## src/rtl/univ_mod_counter.sv

```systemverilog
// univ_mod_counter: up/down modulo-M counter with enable prescaler,
// synchronous clear, clamped parallel load, wrap or saturate boundary
// handling, terminal-count flags and a registered roll-over pulse.
module univ_mod_counter #(
  parameter int N     = 4,   // counter width in bits
  parameter int M     = 10,  // modulus, count range 0..M-1
  parameter int PRESC = 1,   // enable cycles per count step
  parameter int SAT   = 0    // 0 = wrap at the bounds, 1 = saturate
) (
  input  logic         clk,
  input  logic         reset,
  input  logic         syn_clr,
  input  logic         load,
  input  logic         en,
  input  logic         up,
  input  logic [N-1:0] d,
  output logic [N-1:0] q,
  output logic         max_tick,
  output logic         min_tick,
  output logic         roll
);

  // Prescaler needs at least one bit even when every enable is a step.
  localparam int PW = (PRESC > 1) ? $clog2(PRESC) : 1;

  // Top of the count range; M-1 always fits in N bits.
  localparam logic [N-1:0]  MAX_Q      = N'(M - 1);
  localparam logic [PW-1:0] PRESC_LAST = PW'(PRESC - 1);

  logic [N-1:0]  cnt_p0;
  logic [PW-1:0] presc_p0;
  logic          roll_p0;

  logic [N-1:0]  cnt_next;
  logic [PW-1:0] presc_next;
  logic          roll_next;
  logic [N:0]    step_res;

  // Load values beyond the range settle at the top count.
  function automatic logic [N-1:0] clamp_load(input logic [N-1:0] v);
    clamp_load = (v > MAX_Q) ? MAX_Q : v;
  endfunction

  // Increment with boundary handling; result is {wrapped, next_count}.
  function automatic logic [N:0] step_up(input logic [N-1:0] v);
    if (v == MAX_Q) begin
      step_up = (SAT != 0) ? {1'b0, v} : {1'b1, {N{1'b0}}};
    end else begin
      step_up = {1'b0, v + 1'b1};
    end
  endfunction

  // Decrement with boundary handling; result is {wrapped, next_count}.
  function automatic logic [N:0] step_down(input logic [N-1:0] v);
    if (v == '0) begin
      step_down = (SAT != 0) ? {1'b0, v} : {1'b1, MAX_Q};
    end else begin
      step_down = {1'b0, v - 1'b1};
    end
  endfunction

  // Next-state selection: clear beats load beats enable; otherwise hold.
  // The roll pulse defaults low so it lasts exactly one cycle.
  always_comb begin
    cnt_next   = cnt_p0;
    presc_next = presc_p0;
    roll_next  = 1'b0;
    step_res   = {1'b0, cnt_p0};
    if (syn_clr) begin
      cnt_next   = '0;
      presc_next = '0;
    end else if (load) begin
      cnt_next   = clamp_load(d);
      presc_next = '0;
    end else if (en) begin
      if (presc_p0 == PRESC_LAST) begin
        // Prescaler phase complete: take one count step.
        presc_next = '0;
        step_res   = up ? step_up(cnt_p0) : step_down(cnt_p0);
        cnt_next   = step_res[N-1:0];
        roll_next  = step_res[N];
      end else begin
        presc_next = presc_p0 + 1'b1;
      end
    end
  end

  // State registers; reset clears everything without waiting for clk.
  always_ff @(posedge clk or negedge reset) begin
    if (!reset) begin
      cnt_p0   <= '0;
      presc_p0 <= '0;
      roll_p0  <= 1'b0;
    end else begin
      cnt_p0   <= cnt_next;
      presc_p0 <= presc_next;
      roll_p0  <= roll_next;
    end
  end

  assign q        = cnt_p0;
  assign max_tick = (cnt_p0 == MAX_Q);
  assign min_tick = (cnt_p0 == '0);
  assign roll     = roll_p0;

endmodule

```

## config.mk

```make
export PLATFORM = sky130hd
export DESIGN_NAME = univ_mod_counter
export DESIGN_NICKNAME = d
export VERILOG_FILES = /design/src/rtl/univ_mod_counter.sv
export SDC_FILE = /design/constraint.sdc
export NUM_CORES = 1
export LEC_CHECK = 0
export ABC_AREA = 1
export BUFFER_PORTS_ARGS = -buffer_cell sky130_fd_sc_hd__buf_2
export CELL_PAD_IN_SITES_DETAIL_PLACEMENT = 2
export CELL_PAD_IN_SITES_GLOBAL_PLACEMENT = 2
export CORE_UTILIZATION = 20
export CTS_CLUSTER_SIZE = 28
export DETAILED_ROUTE_END_ITERATION = 10
export PLACE_DENSITY = 0.78
export SYNTH_ARGS = -nofsm -noshare
export SYNTH_HDL_FRONTEND = slang
export SYNTH_SLANG_ARGS = --single-unit
```

## constraint.sdc

```tcl
create_clock -name clk -period 1.31 [get_ports clk]
set_input_delay 0.262 -clock clk [delete_from_list [all_inputs] [get_ports clk]]
set_output_delay 0.262 -clock clk [all_outputs]
set_load 0.005 [all_outputs]
```

-- After elaboration in Yosys (flattened, before gate mapping)
Cells that the tools add are included.
- output and inout bits: 7
- bits in read-only memories: 0
- RAM bits: 0
- register bits: 6
- memories kept: 0
- bits in latches: 0
- bitwise gates (word level): 0
- multiply operators: 0
- reduce and logical (&&, ||, !) cells: 3
- divide/modulo/power cells: 0
- shifts and indexed selects: 0
- mux-type cells: 16
- equality and inequality tests: 2
- $add $sub $neg: 3
- $lt $le $gt $ge: 1
- operator list (cell ; number):
    2-to-1 mux 4 bit ; 5
    2-to-1 mux 5 bit ; 3
    2-to-1 mux 1 bit ; 8
    adder 4 x 1 -> 4 bit (second input constant) ; 1
    equality test 4 bit (second input constant) ; 1
    > comparator 4 bit (second input constant) ; 1
    logical NOT 4 bit ; 1
    subtractor 4 x 1 -> 4 bit (second input constant) ; 1
    inequality test 3 bit (second input constant) ; 1
    nonzero test 3 bit ; 1
    AND reduction 2 bit ; 1
    adder 1 bit (second input constant) ; 1

-- Longest topological paths before layout
Gate-level depths: netlist (run 1).
- depth after elaboration: 7
- gate-level depth with buffers: 9
- depth with buffers taken out: 9

-- Worst setup path after synthesis (run 1)
No wires, ideal clock.
- path kind: register -> register
- start point: register cnt_p0[0] (netlist: q[0])
- end point: register cnt_p0[3] (netlist: q[3])
- cell stages (with the launch flop): 9
- library setup time: 0.116 ns
- period minus slack after synthesis: 1.088 ns
- setup slack: 0.222 ns
- data required time: 1.194 ns
- data arrival time: 0.972 ns
- cells stage by stage: dfrtp_1 > inv_2 > nand2_1 > o21ai_0 > nand3_1 > nand2_1 > nand2_1 > nand2_1 > nand2_1
- cells in the longest elaborated chain, start to end: 7
- ends and longest elaborated chain (what ; line ; source):
    start: declaration ; 30 ; logic [N-1:0] cnt_p0;
    start signal: assignment ; 95 ; cnt_p0 <= cnt_next;
    subtractor 4 x 1 -> 4 bit (tied with other cells) ; 58 ; step_down = {1'b0, v - 1'b1};
    2-to-1 mux 5 bit (on tied branches) ; 55, 46 ;
    2-to-1 mux 5 bit (*) ; 79 ; step_res = up ? step_up(cnt_p0) : step_down(cnt_p0);
    2-to-1 mux 4 bit (*) ; 76 ; if (presc_p0 == PRESC_LAST) begin
    2-to-1 mux 4 bit (*) ; 75 ; end else if (en) begin
    2-to-1 mux 4 bit (*) ; 72 ; end else if (load) begin
    2-to-1 mux 4 bit (*) ; 69 ; if (syn_clr) begin
Mark *: on every way between the ends. The rest lies on a longest branch, timed or not. The select of a mux whose other input is x is not followed.
A chain may end at the register's enable or synchronous reset.

-- Worst setup path after layout (run 1)
- start point: register cnt_p0[0] (netlist: q[0])
- end point: output port min_tick
- cells in the longest elaborated chain, start to end: 1
- ends and longest elaborated chain (what ; line ; source):
    logical NOT 4 bit ; 103 ; assign min_tick = (cnt_p0 == '0);
    end: declaration ; 19 ; output logic min_tick,
No other way between the ends.

==> reports/qor.csv, run 1 <==
stage;metric;value;unit
critical_path;worstSetupPathType;reg2out;
timing;tightest_slew;0.2082;ns
job;cap_violations;0;
place;dp_hpwl;1.115;mm
run_status;status;complete, but fails checks;
global_routing;grt_pass1_vias;568;
critical_path;critPathRequiredTime;1.05;ns
floorplanning;dieArea;2087;um^2
layout;multi_input_area;260.3;um^2
power_and_ir_drop;p_sw_share;35.48;%
place;dp_slack;0.06873;ns
min_path;min_from;en;
timing;finClkSkew;0.008522;ns
synth;synth.distinct_cells;11;
layout;drive_gt1_share;43.01;%
synth;ys_warn_count;0;
clocking;root_buffer;clkbuf_4;
routing;drc;0;
clocking;cts_buffers;3;
routing;drt_iter0_markers;1;
critical_path;r2r-end;q[3];
synth;synth-seq-cells;5;
floorplanning;ios;17;
synth;syn_area_per_cell;5.963;um^2
power_and_ir_drop;p_seq_share;31.5;%
clocking;clk_latency;0.25;ns
routing;firstDrtPassIters;2;
min_path;min_path_cells;3;
critical_path;worstRegToRegCells;8;
timing;setup_viol;2;
power_and_ir_drop;fin_total_pwr;592.3;uW
floorplanning;die_h;45.68;um
critical_path;r2r_slack;0.03;ns
power_and_ir_drop;power_frac_comb;37.3;%
clocking;cts_tree;yes;
layout;fin_nets;104;
power_and_ir_drop;p_switching;210.2;uW
global_routing;overflow;0;
floorplanning;core_area;1764;um^2
routing;wl;1.635;mm
timing;finalHoldViolCount;0;
min_path;hold_class;in2reg;
critical_path;arrival;1.08;ns
floorplanning;rows;15;
timing;layout_min_cycle_time;1.337;ns
critical_path;worstPathCellList;buf_6, nor2_4, nand3_2, inv_1, buf_2;
timing;finalMaxSlewViolations;0;
min_path;hold-path-endpoint;roll;
timing;final.period_utilization;102.1;%
global_routing;grt_max_degree;8;
clocking;clock-sinks;5;
layout;register_area;127.6;um^2
synth;syn_inst;64;
critical_path;worst_setup_path_end_kind;output port;
power_and_ir_drop;power.density;924.6;nW/um^2
global_routing;grt_pass1_wl;2.711;mm
timing;rsz0062_at_grt;true;
power_and_ir_drop;clkPwrFrac;31.2;%
power_and_ir_drop;p_leak;0.3711;nW
power_and_ir_drop;ir_drop;0.3427;mV
timing;worst_slack;-0.02724;ns
synth;ys_seq_area_share;32.79;%
critical_path;critical-path-max-stage-delay;0.40;ns
clocking;clk_pin_slew;0.05;ns
floorplanning;start_util;21.63;%
critical_path;r2r-start;q[1];
layout;diodes;0;
clocking;cts_htree_levels;1;
place;place.gp.congestion;0.7745;
layout;fillers;234;
global_routing;grt_antenna_before_repair;0;
floorplanning;fp.dieW;45.68;um
routing;vias;526;
routing;antenna_left;0;
critical_path;crit_path_max_fanout;3;
synth;synthesis.nets;74;
clocking;cts_buffer_depth;2;
place;portBuffers;16;
routing;avgViaCountPerCell;4.458;
layout;final_util;36.31;%
layout;syn_to_final_growth;67.87;%
run_status;violations;negative setup slack;
critical_path;start_kind;register;
timing;slew_headroom;85.97;%
power_and_ir_drop;power.internal;382.2;uW
routing;wl_per_cell;13.86;um
timing;max_freq;0.7478;GHz
timing;fin_setup_tns;-0.03631;ns
synth;syn_area;381.6;um^2
critical_path;slowest_stage;dfrtp_1;
global_routing;globalRouteTotalUtil;19.47;%
how the worst max path moves through the flow:
stage	end	slack [ns]	from
floorplan	q[3]	0.22	q[0]
global placement	min_tick	0.07	q[0]
detailed placement	q[1]	0.07	q[0]
CTS	min_tick	-0.04	q[0]
global route	min_tick	-0.09	q[0]
finish	min_tick	-0.03	q[0]
cells by family (layout without fill, tap and decap cells):
logic type	count (synthesis)	count (layout)	share of synthesized area, %
and+or+nand+nor	36	36	40.00
AOI/OAI and AO/OA	12	12	16.39
buffers and inverters	11	40	10.82
DFF	5	5	32.79
per-stage QoR:
| stage | cells | area [um^2] | hold WS, ns |
|---|---|---|---|
| floorplan | 64 | 381.6 | -0.03359 |
| global placement | 108 | 515.5 | 0.07604 |
| detailed placement | 108 | 515.5 | 0.08502 |
| CTS | 117 | 608.1 | 0.2647 |
| global route | 118 | 640.6 | 0.2756 |
| finish | 118 | 640.6 | 0.2669 |
synth_stat cells, drive strengths merged:
cell	instances	area [um^2]
inv	11	41.29
o21ai	5	25.02
a21oi	6	30.03
nand2	20	75.07
nand3b	1	7.510
nand3	7	35.03
nand4	2	12.51
o211ai	1	7.510
nor2	6	22.52
dfrtp	5	125.1
per-layer routing:
layer	track usage, %	part of all wire, %
met5	0	0
met4	10.91	1.8
met3	3.571	2.9
met2	35.43	52
met1	20.72	43
registers in the layout (all words and copies together), names as in the netlist:
| signal | cells |
|---|---|
| q | 4 |
| roll | 1 |
critical path, delay by kind of cell (launching register included):
kind	cells	cell delay, ns
buffers and inverters	3	0.29
DFF	1	0.40
and+or+nand+nor	2	0.15
power by group through the flow:
stage / clock network, mW / logic (mW) / registers (mW)
2_1_floorplan: 0 / 0.0801 / 0.187
6_report: 0.185 / 0.221 / 0.186
3_3_place_gp: 0 / 0.155 / 0.185
4_1_cts: 0.191 / 0.204 / 0.184
5_1_grt: 0.205 / 0.247 / 0.188
3_5_place_dp: 0 / 0.160 / 0.186
cells in the final DEF, fill, tap and decap left out, drive strengths merged:
master / Yosys / final
clkbuf: 0 / 4
dfrtp: 5 / 5
nand3: 7 / 7
nand3b: 1 / 1
nand2: 20 / 20
o21ai: 5 / 5
inv: 11 / 11
dlygate4sd3: 0 / 1
o211ai: 1 / 1
nand4: 2 / 2
buf: 0 / 24
a21oi: 6 / 6
nor2: 6 / 6
what timing repair did:
item | 4_1_cts | 5_1_grt
setup endpoints to repair | 2 | 5
pin swaps | 1 | 2
buffers inserted | 4 | 1
gates resized for setup | 9 | 6
hold buffers | 1 | 0
endpoints found under the hold margin | 5 | 0
area by class of cell:
class | instances | area share, %
tap | 25 | 4.883
timing repair buffer | 25 | 24.02
inverter | 11 | 6.445
sequential | 5 | 19.92
multi-input combinational | 48 | 40.63
clock buffer | 4 | 4.102
Power figures use the tool's default switching activity.
==> run 2: changes to the inputs <==
--- a/config.mk
+++ b/config.mk
@@ -8,2 +8,3 @@
 export ABC_AREA = 1
+export ABC_CLOCK_PERIOD_IN_PS = 1310
 export BUFFER_PORTS_ARGS = -buffer_cell sky130_fd_sc_hd__buf_2
==> constraint.sdc (replaced) <==
create_clock -name clk -period 1.31 [get_ports clk]
set_input_delay 0.0655 -clock clk [delete_from_list [all_inputs] [get_ports clk]]
set_output_delay 0.0655 -clock clk [all_outputs]
set_load 0.1 [all_outputs]
==> reports/qor.csv, run 2 (synthesis results as in run 1) <==
stage;metric;value;unit;change
run_status;status;complete, but fails checks;;unchanged
run_status;violations;negative setup slack;;unchanged
clocking;cts_tree;yes;;unchanged
floorplanning;die_h;45.68;um;unchanged
clocking;root_buffer;clkbuf_4;;unchanged
timing;whs;0.09114;ns;was 0.2669 ns
timing;slew_headroom;67.85;%;was 85.97%
power_and_ir_drop;power.internal;399.5;uW;was 382.2 uW
floorplanning;ios;17;;unchanged
min_path;hold_class;in2reg;;unchanged
timing;worst_slack;-0.02770;ns;was -0.02724 ns
critical_path;worstRegToRegCells;8;;unchanged
power_and_ir_drop;power_frac_comb;48.8;%;was 37.3%
routing;wl_per_cell;13.42;um;was 13.86 um
timing;setup_viol;1;;was 2
timing;tightest_slew;0.4856;ns;was 0.2082 ns
routing;vias;517;;was 526
critical_path;r2r_slack;0.02;ns;was 0.03 ns
layout;layout_commonest_cell;nand2_1;;unchanged
place;placed_area;560.5;um^2;was 515.5 um^2
critical_path;arrival;1.27;ns;was 1.08 ns
place;dp_hpwl;1.126;mm;was 1.115 mm
power_and_ir_drop;p_leak;0.3344;nW;was 0.3711 nW
layout;diodes;0;;unchanged
layout;design_area;668.1;um^2;was 640.6 um^2
clocking;cts_buffer_depth;2;;unchanged
global_routing;globalRouteTotalUtil;17.28;%;was 19.47%
power_and_ir_drop;p_switching;357.4;uW;was 210.2 uW
floorplanning;rows;15;;unchanged
clocking;cts_htree_levels;1;;unchanged
layout;instances_no_fill;113;;was 118
layout;fin_nets;99;;was 104
routing;antenna_left;0;;unchanged
place;portBuffers;16;;unchanged
timing;finalMaxSlewViolations;0;;unchanged
place;place.gp.congestion;0.7289;;was 0.7745
clocking;cts_buffers;3;;unchanged
power_and_ir_drop;p_seq_share;27.2;%;was 31.5%
global_routing;grt_pass1_wl;2.352;mm;was 2.711 mm
global_routing;grt_pass1_vias;544;;was 568
layout;drive_gt1_share;46.59;%;was 43.01%
routing;avgViaCountPerCell;4.575;;was 4.458
critical_path;start_kind;register;;unchanged
routing;firstDrtPassIters;2;;unchanged
power_and_ir_drop;power.density;1133;nW/um^2;was 924.6 nW/um^2
clocking;clk_latency;0.25;ns;about the same
timing;max_freq;0.7476;GHz;was 0.7478 GHz
critical_path;worst_setup_path_end_kind;output port;;unchanged
layout;largest_reg_flops;4;;unchanged
routing;drc;0;;unchanged
critical_path;critPathRequiredTime;1.24;ns;was 1.05 ns
global_routing;grt_max_degree;9;;was 8
timing;layout_min_cycle_time;1.338;ns;was 1.337 ns
floorplanning;dieArea;2087;um^2;unchanged
layout;final_cell_mix;nand2_1 (16), buf_2 (14), a21oi_1 (6);;was nand2_1 (17), buf_2 (16), inv_1 (9)
clocking;clock-sinks;5;;unchanged
timing;final.period_utilization;102.1;%;about the same
power_and_ir_drop;fin_total_pwr;756.9;uW;was 592.3 uW
floorplanning;fp.dieW;45.68;um;unchanged
clocking;clk_pin_slew;0.04;ns;was 0.05 ns
min_path;min_path_cells;3;;unchanged
timing;finClkSkew;0.003264;ns;was 0.008522 ns
critical_path;crit_path_max_fanout;5;;was 3
global_routing;overflow;0;;unchanged
floorplanning;core_area;1764;um^2;unchanged
power_and_ir_drop;ir_drop;0.5994;mV;was 0.3427 mV
place;dp_slack;-0.01533;ns;was 0.06873 ns
routing;wl;1.516;mm;was 1.635 mm
power_and_ir_drop;p_sw_share;47.22;%;was 35.48%
power_and_ir_drop;clkPwrFrac;23.9;%;was 31.2%
timing;rsz0062_at_grt;true;;unchanged
floorplanning;start_util;21.63;%;unchanged
timing;finalHoldViolCount;0;;unchanged
routing;drt_iter0_markers;4;;was 1
global_routing;grt_antenna_before_repair;0;;unchanged
critical_path;worstSetupPathType;reg2out;;unchanged
layout;fillers;236;;was 234
layout;syn_to_final_growth;75.08;%;was 67.87%
job;cap_violations;0;;unchanged
place;place_inst;105;;was 108
-- run 2: power groups by stage --
| stage | registers, mW | logic [mW] | clock network (mW) |
|---|---|---|---|
| finish | 0.206 | 0.369 | 0.181 |
| global route | 0.209 | 0.391 | 0.195 |
| CTS | 0.203 | 0.352 | 0.187 |
| detailed placement | 0.202 | 0.325 | 0 |
| global placement | 0.202 | 0.316 | 0 |
| floorplan | 0.291 | 0.141 | 0 |
-- run 2: stage by stage --
step / TNS [ns] / util, %
after floorplan: -0.08267 / -
after global placement: 0 / 31.77
after detailed placement: -0.01533 / 31.77
after CTS: -0.09753 / 35.96
after global routing: -0.1704 / 37.87
final: -0.02770 / 37.87
-- run 2: final timing paths --
kind | from | end
min in group asynchronous | reset | q[0]
max in group asynchronous | reset | q[2]
setup / recovery | q[0] | min_tick
setup reg to reg | q[0] | q[3]
hold / removal | en | roll
hold reg to reg | q[3] | q[3]
-- run 2: timing repair --
item / CTS / global route
gates resized for setup: 6 / 7
hold buffers: 1 / 0
buffers inserted: 2 / 1
pin swaps: 2 / 2
setup endpoints to repair: 3 / 4
hold endpoints to repair: 5 / 0
-- run 2: metal layers --
metal,part of all wire [%],global-route usage (%)
met5,0,0
met4,2.9,12.73
met3,3.7,4.762
met2,54,31.14
met1,40,16.46
-- run 2: area by class of cell --
cell class | instances | area (um^2) | area share [%]
clock buffer | 4 | 26.28 | 3.933
sequential | 5 | 140.1 | 20.97
inverter | 11 | 53.80 | 8.052
tap | 25 | 31.28 | 4.682
multi-input combinational | 48 | 270.3 | 40.45
timing repair buffer | 20 | 146.4 | 21.91
-- run 2: worst max-delay path: stages, from the launching register on --
cell,delay (ns)
dfrtp_4,0.51
nor2_4,0.14
nand3_4,0.11
clkinvlp_4,0.09
buf_12,0.16
